==> src/rtl/freqmeter_pkg.sv <==
// freqmeter_pkg: slave register map, scheduler state encoding and config register indices.
package freqmeter_pkg;
  localparam logic [8:0] OFS_IE    = 9'h000;
  localparam logic [8:0] OFS_START = 9'h080;
  localparam logic [8:0] OFS_PER   = 9'h100;
  localparam logic [8:0] OFS_TICK  = 9'h180;
  localparam logic [1:0] CFG_CTRL   = 2'd0;
  localparam logic [1:0] CFG_ENABLE = 2'd1;
  localparam logic [1:0] CFG_LENGTH = 2'd2;
  typedef enum logic [3:0] {
    IDLE, INIT_IE, START, WAIT_IRQ, RD_STATUS, PICK, RD_PER, RD_TICK, EMIT, RESTART
  } state_t;
  function automatic logic [8:0] ch_adr(input logic [8:0] base, input logic [4:0] ch);
    return base + {2'b00, ch, 2'b00};
  endfunction
endpackage

==> src/rtl/wb_master_port.sv <==
// wb_master_port: single-access Wishbone engine; done/err are combinational on the ack/timeout cycle
// so the caller can issue the next request immediately, leaving one idle bus cycle.
module wb_master_port #(
  parameter int ACK_TIMEOUT = 16
) (
  input  logic        clk,
  input  logic        rst_n,
  input  logic        req,
  input  logic        we,
  input  logic [8:0]  adr,
  input  logic [31:0] wdat,
  output logic        done,
  output logic        err,
  output logic        cyc,
  output logic        stb,
  output logic        bus_we,
  output logic [8:0]  bus_adr,
  output logic [31:0] bus_dat,
  input  logic        ack
);
  localparam int CW = $clog2(ACK_TIMEOUT + 1);
  logic [CW-1:0] cnt;
  assign stb  = cyc;
  assign done = cyc & ack;
  assign err  = cyc & ~ack & (cnt == CW'(ACK_TIMEOUT - 1));
  always_ff @(posedge clk or negedge rst_n)
    if (!rst_n) begin
      cyc     <= 1'b0;
      bus_we  <= 1'b0;
      bus_adr <= '0;
      bus_dat <= '0;
      cnt     <= '0;
    end else if (cyc) begin
      cnt <= cnt + CW'(1);
      if (done || err) cyc <= 1'b0;
    end else if (req) begin
      cyc     <= 1'b1;
      bus_we  <= we;
      bus_adr <= adr;
      bus_dat <= wdat;
      cnt     <= '0;
    end
endmodule

==> src/rtl/freqmeter_scheduler.sv <==
// freqmeter_scheduler: autonomous Wishbone master that keeps every enabled freqmeters channel
// measuring and streams each finished (periods, ticks) pair out in round-robin order.
module freqmeter_scheduler
  import freqmeter_pkg::*;
#(
  parameter int INPUTS_COUNT = 24,
  parameter int ACK_TIMEOUT  = 16
) (
  input  logic        clk_i,
  input  logic        rst_ni,
  input  logic        cfg_we_i,
  input  logic [1:0]  cfg_adr_i,
  input  logic [31:0] cfg_dat_i,
  output logic        m_cyc_o,
  output logic        m_stb_o,
  output logic        m_we_o,
  output logic [8:0]  m_adr_o,
  output logic [31:0] m_dat_o,
  input  logic [31:0] m_dat_i,
  input  logic        m_ack_i,
  input  logic        irq_i,
  output logic        res_valid_o,
  input  logic        res_ready_i,
  output logic [4:0]  res_ch_o,
  output logic [31:0] res_periods_o,
  output logic [31:0] res_ticks_o,
  output logic        busy_o,
  output logic        bus_err_o
);
  localparam int N = INPUTS_COUNT;
  localparam logic [4:0] LAST = 5'(N - 1);
  state_t state, nxt;
  logic run, req, we, done, err, found;
  logic [N-1:0] enable, act, pending, rot;
  logic [31:0] length, wdat;
  logic [8:0] adr;
  logic [4:0] ch, ptr, off, pick_ch;
  logic [5:0] sum;
  assign res_ch_o = ch;
  wb_master_port #(.ACK_TIMEOUT(ACK_TIMEOUT)) u_port (
    .clk(clk_i), .rst_n(rst_ni), .req(req), .we(we), .adr(adr), .wdat(wdat),
    .done(done), .err(err), .cyc(m_cyc_o), .stb(m_stb_o), .bus_we(m_we_o),
    .bus_adr(m_adr_o), .bus_dat(m_dat_o), .ack(m_ack_i)
  );
  // act is the mask the slave was last programmed with; ENABLE edits reach it only on START/RESTART
  assign rot = N'({pending, pending} >> ptr);
  assign sum = {1'b0, ptr} + {1'b0, off};
  always_comb begin
    found = |rot;
    off = '0;
    for (int i = N - 1; i >= 0; i--) if (rot[i]) off = 5'(i);
    pick_ch = (sum >= 6'(N)) ? 5'(sum - 6'(N)) : sum[4:0];
  end
  always_ff @(posedge clk_i or negedge rst_ni)
    if (!rst_ni) state <= IDLE;
    else state <= nxt;
  always_comb begin
    nxt = state;
    case (state)
      IDLE:      nxt = (run && length != 0 && !bus_err_o) ? INIT_IE : IDLE;
      INIT_IE:   nxt = done ? (run ? START : IDLE) : INIT_IE;
      START:     nxt = (done || !act[ch]) ? (!run ? IDLE : ch == LAST ? WAIT_IRQ : START) : START;
      WAIT_IRQ:  nxt = !run ? IDLE : irq_i ? RD_STATUS : WAIT_IRQ;
      RD_STATUS: nxt = done ? (run ? PICK : IDLE) : RD_STATUS;
      PICK:      nxt = !run ? IDLE : found ? RD_PER : WAIT_IRQ;
      RD_PER:    nxt = done ? (run ? RD_TICK : IDLE) : RD_PER;
      RD_TICK:   nxt = done ? (run ? EMIT : IDLE) : RD_TICK;
      EMIT:      nxt = res_ready_i ? (run ? RESTART : IDLE) : EMIT;
      RESTART:   nxt = done ? (run ? PICK : IDLE) : RESTART;
      default:   nxt = IDLE;
    endcase
    if (err) nxt = IDLE;
  end
  always_comb begin
    req = (state inside {INIT_IE, RD_STATUS, RD_PER, RD_TICK, RESTART}) || (state == START && act[ch]);
    we = state inside {INIT_IE, START, RESTART};
    adr = (state == START || state == RESTART) ? ch_adr(OFS_START, ch) :
          (state == RD_PER) ? ch_adr(OFS_PER, ch) :
          (state == RD_TICK) ? ch_adr(OFS_TICK, ch) : OFS_IE;
    wdat = (state == INIT_IE) ? 32'(act) :
           (state == START || (state == RESTART && enable[ch])) ? length : '0;
    busy_o = state != IDLE;
    res_valid_o = state == EMIT;
  end
  always_ff @(posedge clk_i or negedge rst_ni)
    if (!rst_ni) begin
      run <= 1'b0;
      enable <= '0;
      length <= '0;
      act <= '0;
      pending <= '0;
      ch <= '0;
      ptr <= '0;
      res_periods_o <= '0;
      res_ticks_o <= '0;
      bus_err_o <= 1'b0;
    end else begin
      if (cfg_we_i && cfg_adr_i == CFG_CTRL) run <= cfg_dat_i[0];
      if (cfg_we_i && cfg_adr_i == CFG_ENABLE) enable <= cfg_dat_i[N-1:0];
      if (cfg_we_i && cfg_adr_i == CFG_LENGTH) length <= cfg_dat_i;
      if (err) bus_err_o <= 1'b1;
      else if (cfg_we_i && cfg_adr_i == CFG_CTRL) bus_err_o <= 1'b0;
      if (state == IDLE && nxt == INIT_IE) act <= enable;
      if (state == INIT_IE) ch <= '0;
      if (state == START && (done || !act[ch])) ch <= ch + 5'd1;
      if (state == RD_STATUS && done) pending <= m_dat_i[N-1:0] & act;
      if (state == PICK) ch <= pick_ch;
      if (state == RD_PER && done) res_periods_o <= m_dat_i;
      if (state == RD_TICK && done) res_ticks_o <= m_dat_i;
      if (state == RESTART && done) begin
        pending[ch] <= 1'b0;
        act[ch] <= enable[ch];
        ptr <= (ch == LAST) ? '0 : ch + 5'd1;
      end
    end
endmodule

==> config.mk <==
export PLATFORM = sky130hd
export DESIGN_NAME = freqmeter_scheduler
export DESIGN_NICKNAME = d
export VERILOG_FILES = /design/src/rtl/freqmeter_pkg.sv /design/src/rtl/wb_master_port.sv /design/src/rtl/freqmeter_scheduler.sv
export SDC_FILE = /design/constraint.sdc
export NUM_CORES = 1
export LEC_CHECK = 0
export CORE_ASPECT_RATIO = 1.2
export CORE_MARGIN = 2
export CORE_UTILIZATION = 55
export CTS_BUF_LIST = sky130_fd_sc_hd__clkbuf_16
export DETAILED_ROUTE_END_ITERATION = 6
export PLACE_DENSITY = 0.77
export SYNTH_ARGS = -nofsm -noshare
export SYNTH_HDL_FRONTEND = slang
export SYNTH_SLANG_ARGS = --single-unit
export TNS_END_PERCENT = 50
==> constraint.sdc <==
create_clock -name clk_i -period 5.5 [get_ports clk_i]
set_input_delay 1.1 -clock clk_i [delete_from_list [all_inputs] [get_ports clk_i]]
set_output_delay 1.1 -clock clk_i [all_outputs]
set_load 0.05 [all_outputs]
==> flow_summary_export.csv <==
group,metric,value,unit
run_status,status,"completed",
placed_design,dp.cells,1574,
sta,grt_setup_unrepaired,"no",
sta,relSlewSlack,0.221,
yosys,synth.largest_area_cell,"dfrtp_1",
job,max_cap_violations,0,
worst_setup_path,reg2reg_slack,0.40,ns
grt,grt_max_degree,124,
clock_network,clk_latency,0.53,ns
min_path,whs_path_depth,2,
yosys,ys_top_cells_by_area,"dfrtp_1 (44%), mux2_2 (12%), mux4_2 (11%)",
min_path,hp-class,"flip-flop to flip-flop",
clock_network,htreeDepth,1,
floorplanning,dieHeight,172,um
placed_design,place_ws,0.282,ns
clock_network,clk_pin_slew,0.06,ns
placed_design,io_buffers,185,
yosys,async_reset_ff_frac,1.00,
worst_setup_path,end_kind,"flip-flop",
power_and_ir_drop,clkPwrFrac,0.238,
yosys,yosysSeqAreaShare,0.442,
sta,fin_crit_sh,0.927,
sta,hold_viol_final,0,
final_layout,fillers,1724,
placed_design,gp_congestion,0.976,
power_and_ir_drop,power.total,0.00674,W
worst_setup_path,cp-start-kind,"flip-flop",
final_layout,drive_gt1_frac,0.218,
yosys,synth_top_area_frac,0.442,
detailed_routing,wl_per_cell,22.5,um
worst_setup_path,worst-path-buf-inv,3,
power_and_ir_drop,p_leak,6.93,nW
yosys,ys_ff_latch,230,
detailed_routing,drtAntennaViolNets,0,
floorplanning,core_area,23200,um2
power_and_ir_drop,power_switching,0.00271,W
grt,antenna_found_initial,0,
power_and_ir_drop,p_sw_frac,0.402,
yosys,syn_avg_cell_area,11.5,um2
power_and_ir_drop,seqPwrFrac,0.366,
worst_setup_path,path_max_fanout,18,
grt,grt.total_usage,0.293,
sta,layout_min_cycle_time,5.10,ns
worst_setup_path,reg2reg_from,"ptr[3]",
detailed_routing,routed_wl,36.4,mm
sta,setup_slack,0.404,ns
worst_setup_path,worstPathCellList,"buf_4 > inv_2 > buf_4 > mux4_2 > nor2_1 > a21oi_1 > o211ai_1 > a21oi_1 > o311a_1 > nor4bb_1 > o31ai_1 > ha_1 > a21o_1 > a21oi_1 > mux2i_1 > a2111oi_0 > a211oi_1 > o221ai_1",
worst_setup_path,critPathMaxStageDelay,0.88,ns
final_layout,diodes,0,
final_layout,multiInputGateArea,6820,um2
grt,grt_pass1_vias,10200,
sta,max_freq,196,MHz
worst_setup_path,worstSetupPathType,"flip-flop to flip-flop",
detailed_routing,routed_via_density,6.39,
yosys,synth.distinct_cells,70,
final_layout,area_growth,22.1,%
detailed_routing,drt_iter0_drc,892,
worst_setup_path,cp.arrival,5.54,ns
power_and_ir_drop,vdd_drop_max,0.354,mV
power_and_ir_drop,pwr-share-comb,0.395,
yosys,synth_warnings,0,
clock_network,cts_sinks,230,
min_path,holdPathEnd,"u_port.bus_dat[29]",
clock_network,cts_tree,"done",
min_path,hold_path_startpoint,"u_port.bus_dat[29]",
worst_setup_path,cp_slowest_cell,"dfrtp_1",
final_layout,seq_area,5760,um2
worst_setup_path,crit_path_frequent_cell,"a21oi_1",
grt,grt_overflow_total,0,
detailed_routing,dr.pass1.iters,5,
yosys,syn_inst,1136,
floorplanning,rows,61,
placed_design,dp_hpwl,26.3,mm
floorplanning,io_pins,188,
final_layout,nets,1370,
clock_network,ctsHoldBuffers,0,
floorplanning,die_area,24900,um2
final_layout,final_cell_count_no_fill,1620,
worst_setup_path,rr_worst_depth,18,
floorplanning,initial_utilization,0.561,
yosys,synth_edf_count,0,
detailed_routing,vias,10400,
sta,finalMaxSlewViolations,0,
worst_setup_path,cp_top_family,"compound AO/OA/AOI/OAI gates",
yosys,synth_area,13000,um2
detailed_routing,drc,0,
floorplanning,dieWidth,144,um
sta,worst_pin_slew,1.16,ns
clock_network,cts_buffers,25,
grt,grt_pass1_wl,56.7,mm
clock_network,clockBufferDepth,3,
clock_network,cts-root-buf,"clkbuf_16",
sta,finClkSkew,0.0251,ns
sta,tns,0,ns
worst_setup_path,crit_required,5.94,ns
yosys,synth_ff_type,"dfrtp_1",
power_and_ir_drop,intPower,0.00403,W
power_and_ir_drop,p_per_area,424,nW/um2
worst_setup_path,reg2reg_to,"res_ch_o[3]",
sta,setup_viol,0,
## cells in the mapped netlist (5+ instances only)
cell	count
dfrtp_1	230
o31ai_1	5
nor2b_1	5
buf_2	9
nand4_1	5
o211ai_1	6
nor3_1	12
clkbuf_1	62
a31oi_1	8
nand2b_1	9
inv_1	13
nand3_1	60
mux2i_1	82
buf_1	9
o22ai_1	8
a22oi_1	36
buf_6	5
nor4_1	9
mux2_2	143
a21boi_0	26
nor2_1	38
o21ai_0	57
nand2_1	120
mux4_2	61
a21oi_1	27
ha_1	11
o221ai_1	5
## worst max path at each step
stage               startpoint           to  cells after the start  slack (ns)
finish                  ptr[3]  res_ch_o[3]                     18        0.40
global route            ptr[1]  res_ch_o[3]                     17        0.05
CTS                     ptr[0]  res_ch_o[3]                     16        0.29
detailed placement      ptr[0]  res_ch_o[3]                     16        0.28
global placement        ptr[0]  res_ch_o[3]                     15        0.45
floorplan               ptr[1]  res_ch_o[3]                     19        1.02
## routing by layer
metal	wire length [um]	share of wire	global-route usage
met2	18300	0.50	0.491
met3	2230	0.061	0.0396
met1	14600	0.40	0.393
met5	0	0	0
met4	1260	0.034	0.106
## power by group through the flow
stage / Clock, W / Combinational (W) / Sequential [W]
2_1_floorplan: 0 / 0.00150 / 0.00272
3_3_place_gp: 0 / 0.00259 / 0.00246
3_5_place_dp: 0 / 0.00264 / 0.00247
4_1_cts: 0.00162 / 0.00265 / 0.00245
5_1_grt: 0.00169 / 0.00286 / 0.00252
6_report: 0.00161 / 0.00266 / 0.00247
## cell families after synthesis
kind of cell,synth area share
muxes,0.294
and+or+nand+nor,0.103
DFF,0.442
AOI/OAI and AO/OA,0.106
buffers and inverters,0.0362
adders and majority gates,0.0121
xor gates and xnor gates,0.00471
other,0.000288
## state kept, by name, summed over array words and instances (netlist names)
name / flops
act: 24
bus_err_o: 1
enable: 24
length: 32
pending: 24
ptr: 5
res_ch_o: 5
res_periods_o: 32
res_ticks_o: 32
run: 1
state: 4
u_port.bus_adr: 7
u_port.bus_dat: 32
u_port.bus_we: 1
u_port.cnt: 5
u_port.cyc: 1
## per-stage QoR
stage	cell area (um2)	hold slack, ns	utilization
2_1_floorplan	13000	0.478	-
3_3_place_gp	15100	0.463	0.651
3_5_place_dp	15100	0.470	0.651
4_1_cts	15900	0.484	0.684
5_1_grt	15900	0.515	0.685
6_report	15900	0.480	0.685
## repair_timing
| action | 4_1_cts | 5_1_grt |
|---|---|---|
| gates resized for setup | 0 | 1 |
| setup buffers | 0 | 0 |
| setup endpoints to repair | 0 | 1 |
## placed cells by master, fill, tap and decap left out, types with 4 or more instances in the layout
cell type        instances
dfrtp_1                228
clkdlybuf4s50_1        184
mux2_2                 143
nand2_1                120
mux2i_1                 82
mux4_2                  61
nand3_1                 60
o21ai_0                 57
a22oi_1                 36
nor2_1                  35
a21oi_1                 27
a21boi_0                26
buf_4                   26
clkbuf_16               25
inv_1                   18
ha_1                    11
nand2b_1                 9
nor3_1                   9
nor4_1                   9
o22ai_1                  8
a31oi_1                  8
o211ai_1                 6
clkinv_2                 6
nand4_1                  5
nor2b_1                  5
o31ai_1                  5
o221ai_1                 5
or3_1                    4
nor3b_1                  4
and3b_1                  4
and3_1                   4
a21o_1                   4
xnor2_1                  4
clkinv_1                 4
## worst register-to-register path: stages, from the launching register on
cell,delay [ns]
dfrtp_1,0.88
buf_4,0.39
inv_2,0.06
buf_4,0.18
mux4_2,0.44
nor2_1,0.10
a21oi_1,0.09
o211ai_1,0.33
a21oi_1,0.12
o311a_1,0.36
nor4bb_1,0.27
o31ai_1,0.14
ha_1,0.33
a21o_1,0.18
a21oi_1,0.34
mux2i_1,0.13
a2111oi_0,0.42
a211oi_1,0.08
o221ai_1,0.18
## area by class of cell
cell class / count / area share
clock buffers: 25 / 0.0394
inverters: 14 / 0.00331
multi-input cells: 803 / 0.429
flip-flops and latches: 230 / 0.363
well taps: 315 / 0.0248
repair buffers: 212 / 0.130
clock inverters: 21 / 0.0100
No activity file was read; power rests on OpenSTA's default activity.
